--- src/rtl/gpc207_4_accum.sv ---
// Streaming frame accumulator behind a (2,0,7;4) generalized parallel counter.
// Each beat is reduced to a 0..15 weight and summed per frame with saturation.

module gpc207_4 (
   input  logic [6:0] src0,
   input  logic [1:0] src2,
   output logic [3:0] dst
);

   // NOTE: assign a default first in every always_comb so no path can infer a latch.
   always_comb begin
      dst = '0;
      for (int i = 0; i < 7; i++) begin
         dst = dst + 4'(src0[i]);
      end
      dst = dst + (4'(src2[0]) << 2) + (4'(src2[1]) << 2);
   end

endmodule

module gpc207_4_accum #(
   parameter int ACC_WIDTH = 16,
   parameter int CNT_WIDTH = 8
) (
   input  logic                 clk,
   input  logic                 rst,
   input  logic                 in_valid,
   output logic                 in_ready,
   input  logic [6:0]           in_src0,
   input  logic [1:0]           in_src2,
   input  logic                 in_last,
   output logic                 out_valid,
   input  logic                 out_ready,
   output logic [ACC_WIDTH-1:0] out_sum,
   output logic [CNT_WIDTH-1:0] out_count,
   output logic                 out_overflow
);

   logic [3:0]           gpc_dst;
   logic                 s1_valid;
   logic [3:0]           s1_dst;
   logic                 s1_last;
   logic                 s1_advance;
   logic                 accept;

   logic [ACC_WIDTH-1:0] acc;
   logic [CNT_WIDTH-1:0] cnt;
   logic                 ovf;

   logic [ACC_WIDTH:0]   sum_ext;
   logic [CNT_WIDTH:0]   cnt_ext;
   logic [ACC_WIDTH-1:0] sum_new;
   logic [CNT_WIDTH-1:0] cnt_new;
   logic                 ovf_new;

   gpc207_4 u_gpc (
      .src0 (in_src0),
      .src2 (in_src2),
      .dst  (gpc_dst)
   );

   // A last beat may only leave S1 when the output register is free or draining.
   assign s1_advance = s1_valid && (!s1_last || !out_valid || out_ready);
   assign in_ready   = !s1_valid || s1_advance;
   assign accept     = in_valid && in_ready;

   assign sum_ext = {1'b0, acc} + {{(ACC_WIDTH-3){1'b0}}, s1_dst};
   assign cnt_ext = {1'b0, cnt} + {{CNT_WIDTH{1'b0}}, 1'b1};
   assign sum_new = sum_ext[ACC_WIDTH] ? {ACC_WIDTH{1'b1}} : sum_ext[ACC_WIDTH-1:0];
   assign cnt_new = cnt_ext[CNT_WIDTH] ? {CNT_WIDTH{1'b1}} : cnt_ext[CNT_WIDTH-1:0];
   assign ovf_new = ovf | sum_ext[ACC_WIDTH] | cnt_ext[CNT_WIDTH];

   // NOTE: sequential state uses non-blocking assignments so every register samples pre-edge values.
   always_ff @(posedge clk or posedge rst) begin
      if (rst) begin
         s1_valid <= 1'b0;
         s1_dst   <= '0;
         s1_last  <= 1'b0;
      end else if (accept) begin
         s1_valid <= 1'b1;
         s1_dst   <= gpc_dst;
         s1_last  <= in_last;
      end else if (s1_advance) begin
         s1_valid <= 1'b0;
      end
   end

   // The accumulator clears on the same edge a frame's last beat leaves, so frames abut.
   always_ff @(posedge clk or posedge rst) begin
      if (rst) begin
         acc <= '0;
         cnt <= '0;
         ovf <= 1'b0;
      end else if (s1_advance) begin
         if (s1_last) begin
            acc <= '0;
            cnt <= '0;
            ovf <= 1'b0;
         end else begin
            acc <= sum_new;
            cnt <= cnt_new;
            ovf <= ovf_new;
         end
      end
   end

   always_ff @(posedge clk or posedge rst) begin
      if (rst) begin
         out_valid    <= 1'b0;
         out_sum      <= '0;
         out_count    <= '0;
         out_overflow <= 1'b0;
      end else if (s1_advance && s1_last) begin
         out_valid    <= 1'b1;
         out_sum      <= sum_new;
         out_count    <= cnt_new;
         out_overflow <= ovf_new;
      end else if (out_ready) begin
         out_valid    <= 1'b0;
      end
   end

endmodule
--- config.mk ---
export PLATFORM = sky130hd
export DESIGN_NAME = gpc207_4_accum
export DESIGN_NICKNAME = d
export VERILOG_FILES = /design/src/rtl/gpc207_4_accum.sv
export SDC_FILE = /design/constraint.sdc
export NUM_CORES = 1
export LEC_CHECK = 0
export ABC_AREA = 1
export CORE_MARGIN = 5
export CORE_UTILIZATION = 40
export DETAILED_ROUTE_END_ITERATION = 6
export SYNTH_ARGS = -nofsm -noshare
export SYNTH_HDL_FRONTEND = slang
export SYNTH_SLANG_ARGS = --single-unit
export TNS_END_PERCENT = 1
--- constraint.sdc ---
create_clock -name clk -period 3.6 [get_ports clk]
set_input_delay 0.72 -clock clk [delete_from_list [all_inputs] [get_ports clk]]
set_output_delay 0.72 -clock clk [all_outputs]
set_load 0.005 [all_outputs]
==> results.yml <==
clock_tree:
  clockBufferDepth: 2
  tritoncts: "done"
  clock_sinks: 57
  cts_setup_buffers: 0
  cts_resized: 0
  holdBufCountCts: 0
  clk_pin_slew_worst_paths_ps: 60
  cts_buffers: 9
  clockRootBuffer: "clkbuf_8"
  htreeDepth: 3
  clk_latency_ps: 340
pwr:
  leakage_uw: 0.00212
  ir_drop_mv: 0.162
  p_total_uw: 1940
  pwr_density_cell_mw_per_mm2: 496
global_route:
  grt_start_max_net_pins: 58
  grt_util_met1_pct: 19.4
  grt_usage_pct: 15.1
  grt_pass1_vias: 2715
  grt_first_pass_wirelength_um: 12200
  grtUsageMet2_pct: 24.7
  grt_use_met3_pct: 3.20
  grt.busiest_layer: "met2"
  antenna_found_initial: 0
  grt.overflow.total: 0
timing:
  period_needed_ps: 3150
  rsz0062_at_grt: "false"
  finalCritPeriodShare_pct: 87.6
  worst_pin_slew_ps: 1080
  finalClockSkew_ps: 9.07
  slew_violations: 0
  tns_ps: 0
  setup_viol: 0
  max_freq_mhz: 317
  timing.final.hold_violations: 0
  relSlewSlack_pct: 28.1
  setup_ws_ps: 446
worst_setup_path:
  crit_path_start_kind: "input port"
  regToRegSetupSlack_ps: 1490
  r2r_end: "acc[2]"
  r2r_start: "s1_dst[0]"
  crit_fanout: 2
  cp_slowest_cell: "fa_1"
  crit_chain: "clkdlybuf4s50_1 > ha_1 > inv_1 > fa_1 > fa_1 > inv_1 > ha_1 > fa_1 > xnor2_1 > o21ai_0"
  cp-end-kind: "flip-flop"
  arrival_ps: 3370
  worst_r2r_path_depth: 10
  crit_required_ps: 3820
  critPathKind: "input port to flip-flop"
  crit_top_cell: "fa_1"
  crit_path_max_incr_delay_ps: 490
synthesis:
  ys_seq_area_share_pct: 43.6
  synth_top_area_cell: "dfrtp_1"
  synth_cells: 418
  syn_area_mm2: 0.00327
  yosysWarningCount: 0
  netlist.area_leader.share_pct: 43.6
  synth_fp_nets: 447
  synth_cell_types: 35
  avgSynthCellArea_um2: 7.83
  ys_seq_elements: 57
  yosys-top-cells-area: "dfrtp_1 44%, nand2_1 22%, inv_1 4.6%"
route:
  routedWlPerCell_um: 12.1
  drtPass1Iterations: 4
  drt-total-wl_um: 6890
  ant_nets: 0
  detail_route.drc_violations: 0
  drt-vias-per-instance: 4.71
  num_vias: 2692
  drt_iter0_drc: 104
layout:
  antenna_cells: 0
  syn2layout_area_growth_pct: 19.7
  drive_above_1_share_pct: 10.7
  final_cell_mix: "196 x nand2_1, 57 x dfrtp_1, 40 x clkdlybuf4s50_1"
  layout_commonest_cell: "nand2_1"
  nFillCells: 831
  final_nets: 490
  post-route-util_pct: 48.4
placement:
  gp_congestion: 0.847
  io_buffers: 40
  dpl_worst_slack_ps: 56.9
  dpl.hpwl_um: 4850
run_status:
  run_status: "complete, no violations"
worst_hold_path:
  min_to: "out_sum[9]"
  min_from: "out_sum[9]"
  whs_path_depth: 2
  hp-class: "flip-flop to flip-flop"
die:
  die_h_um: 100
  floorplan.die_area_mm2: 0.0101
  start_util_pct: 40.4
  core_mm2: 0.00809
  row_count: 33
  io_pins: 41
  die-width_um: 100
job:
  cap_violations: 0
[cells in the mapped netlist (all sizes together)]
master / number
nand2: 199
dfrtp: 57
inv: 44
nand3: 35
nor2: 14
o21ai: 14
ha: 11
buf: 9
nand4: 7
or2: 7
fa: 4
nand3b: 4
nor3: 3
a21oi: 2
o22ai: 2
xnor2: 2
a31oi: 1
and2: 1
clkbuf: 1
xor2: 1
[worst max-delay path: cells and delay by family]
family | cells | cell delay [ps]
compound gates | 1 | 110
xor+xnor | 1 | 180
fa+ha+maj | 5 | 1840
buf+inv | 3 | 510
[flip-flops by register name, summed over array words and instances (netlist names)]
signal	count
acc	16
out_sum	16
cnt	8
out_count	8
s1_dst	4
out_overflow	1
out_valid	1
ovf	1
s1_last	1
s1_valid	1
[report_power, final]
| group | internal [µW] | total, µW | switching, µW |
|---|---|---|---|
| logic | 266 | 584 | 318 |
| clock network | 284 | 536 | 252 |
| registers | 744 | 824 | 80.7 |
[metrics by stage]
stage          hold WS, ps  cells  area, µm²
4_1_cts                480    571       3920
3_3_place_gp           454    555       3740
6_report               477    571       3920
5_1_grt                502    571       3920
3_5_place_dp           464    555       3740
2_1_floorplan          441    418       3270
[layer usage]
layer	share of wire, %	vias to the layer above
li1	-	1391
met1	47	1252
met2	47	38
met3	3.5	11
met4	1.8	0
met5	0	-
[cell type report]
type	count	area, µm²	area share [%]
inverters	44	165	4.22
clock buffers	13	159	4.06
multi-input cells	307	1610	41.0
clock inverters	3	15.0	0.383
repair buffers	42	415	10.6
well taps	105	131	3.35
flip-flops and latches	57	1430	36.4
[cell families after synthesis]
group,synth area share [%]
AND/OR/NAND/NOR,37.9
AO/OA/AOI/OAI,3.59
buffers and inverters,7.42
XOR/XNOR,0.803
flip-flops,43.6
adder cells (fa/ha/maj),6.65
[how the worst max path moves through the flow]
stage / start / end / slack [ps]
5_1_grt: in_src0[0] / s1_dst[2] / 330
3_5_place_dp: in_src0[0] / s1_dst[2] / 60
3_3_place_gp: in_src0[0] / s1_dst[2] / 190
2_1_floorplan: in_src0[0] / s1_dst[2] / 640
6_report: in_src0[0] / s1_dst[2] / 450
4_1_cts: in_src0[0] / s1_dst[2] / 430
No activity file was read; power rests on OpenSTA's default activity.
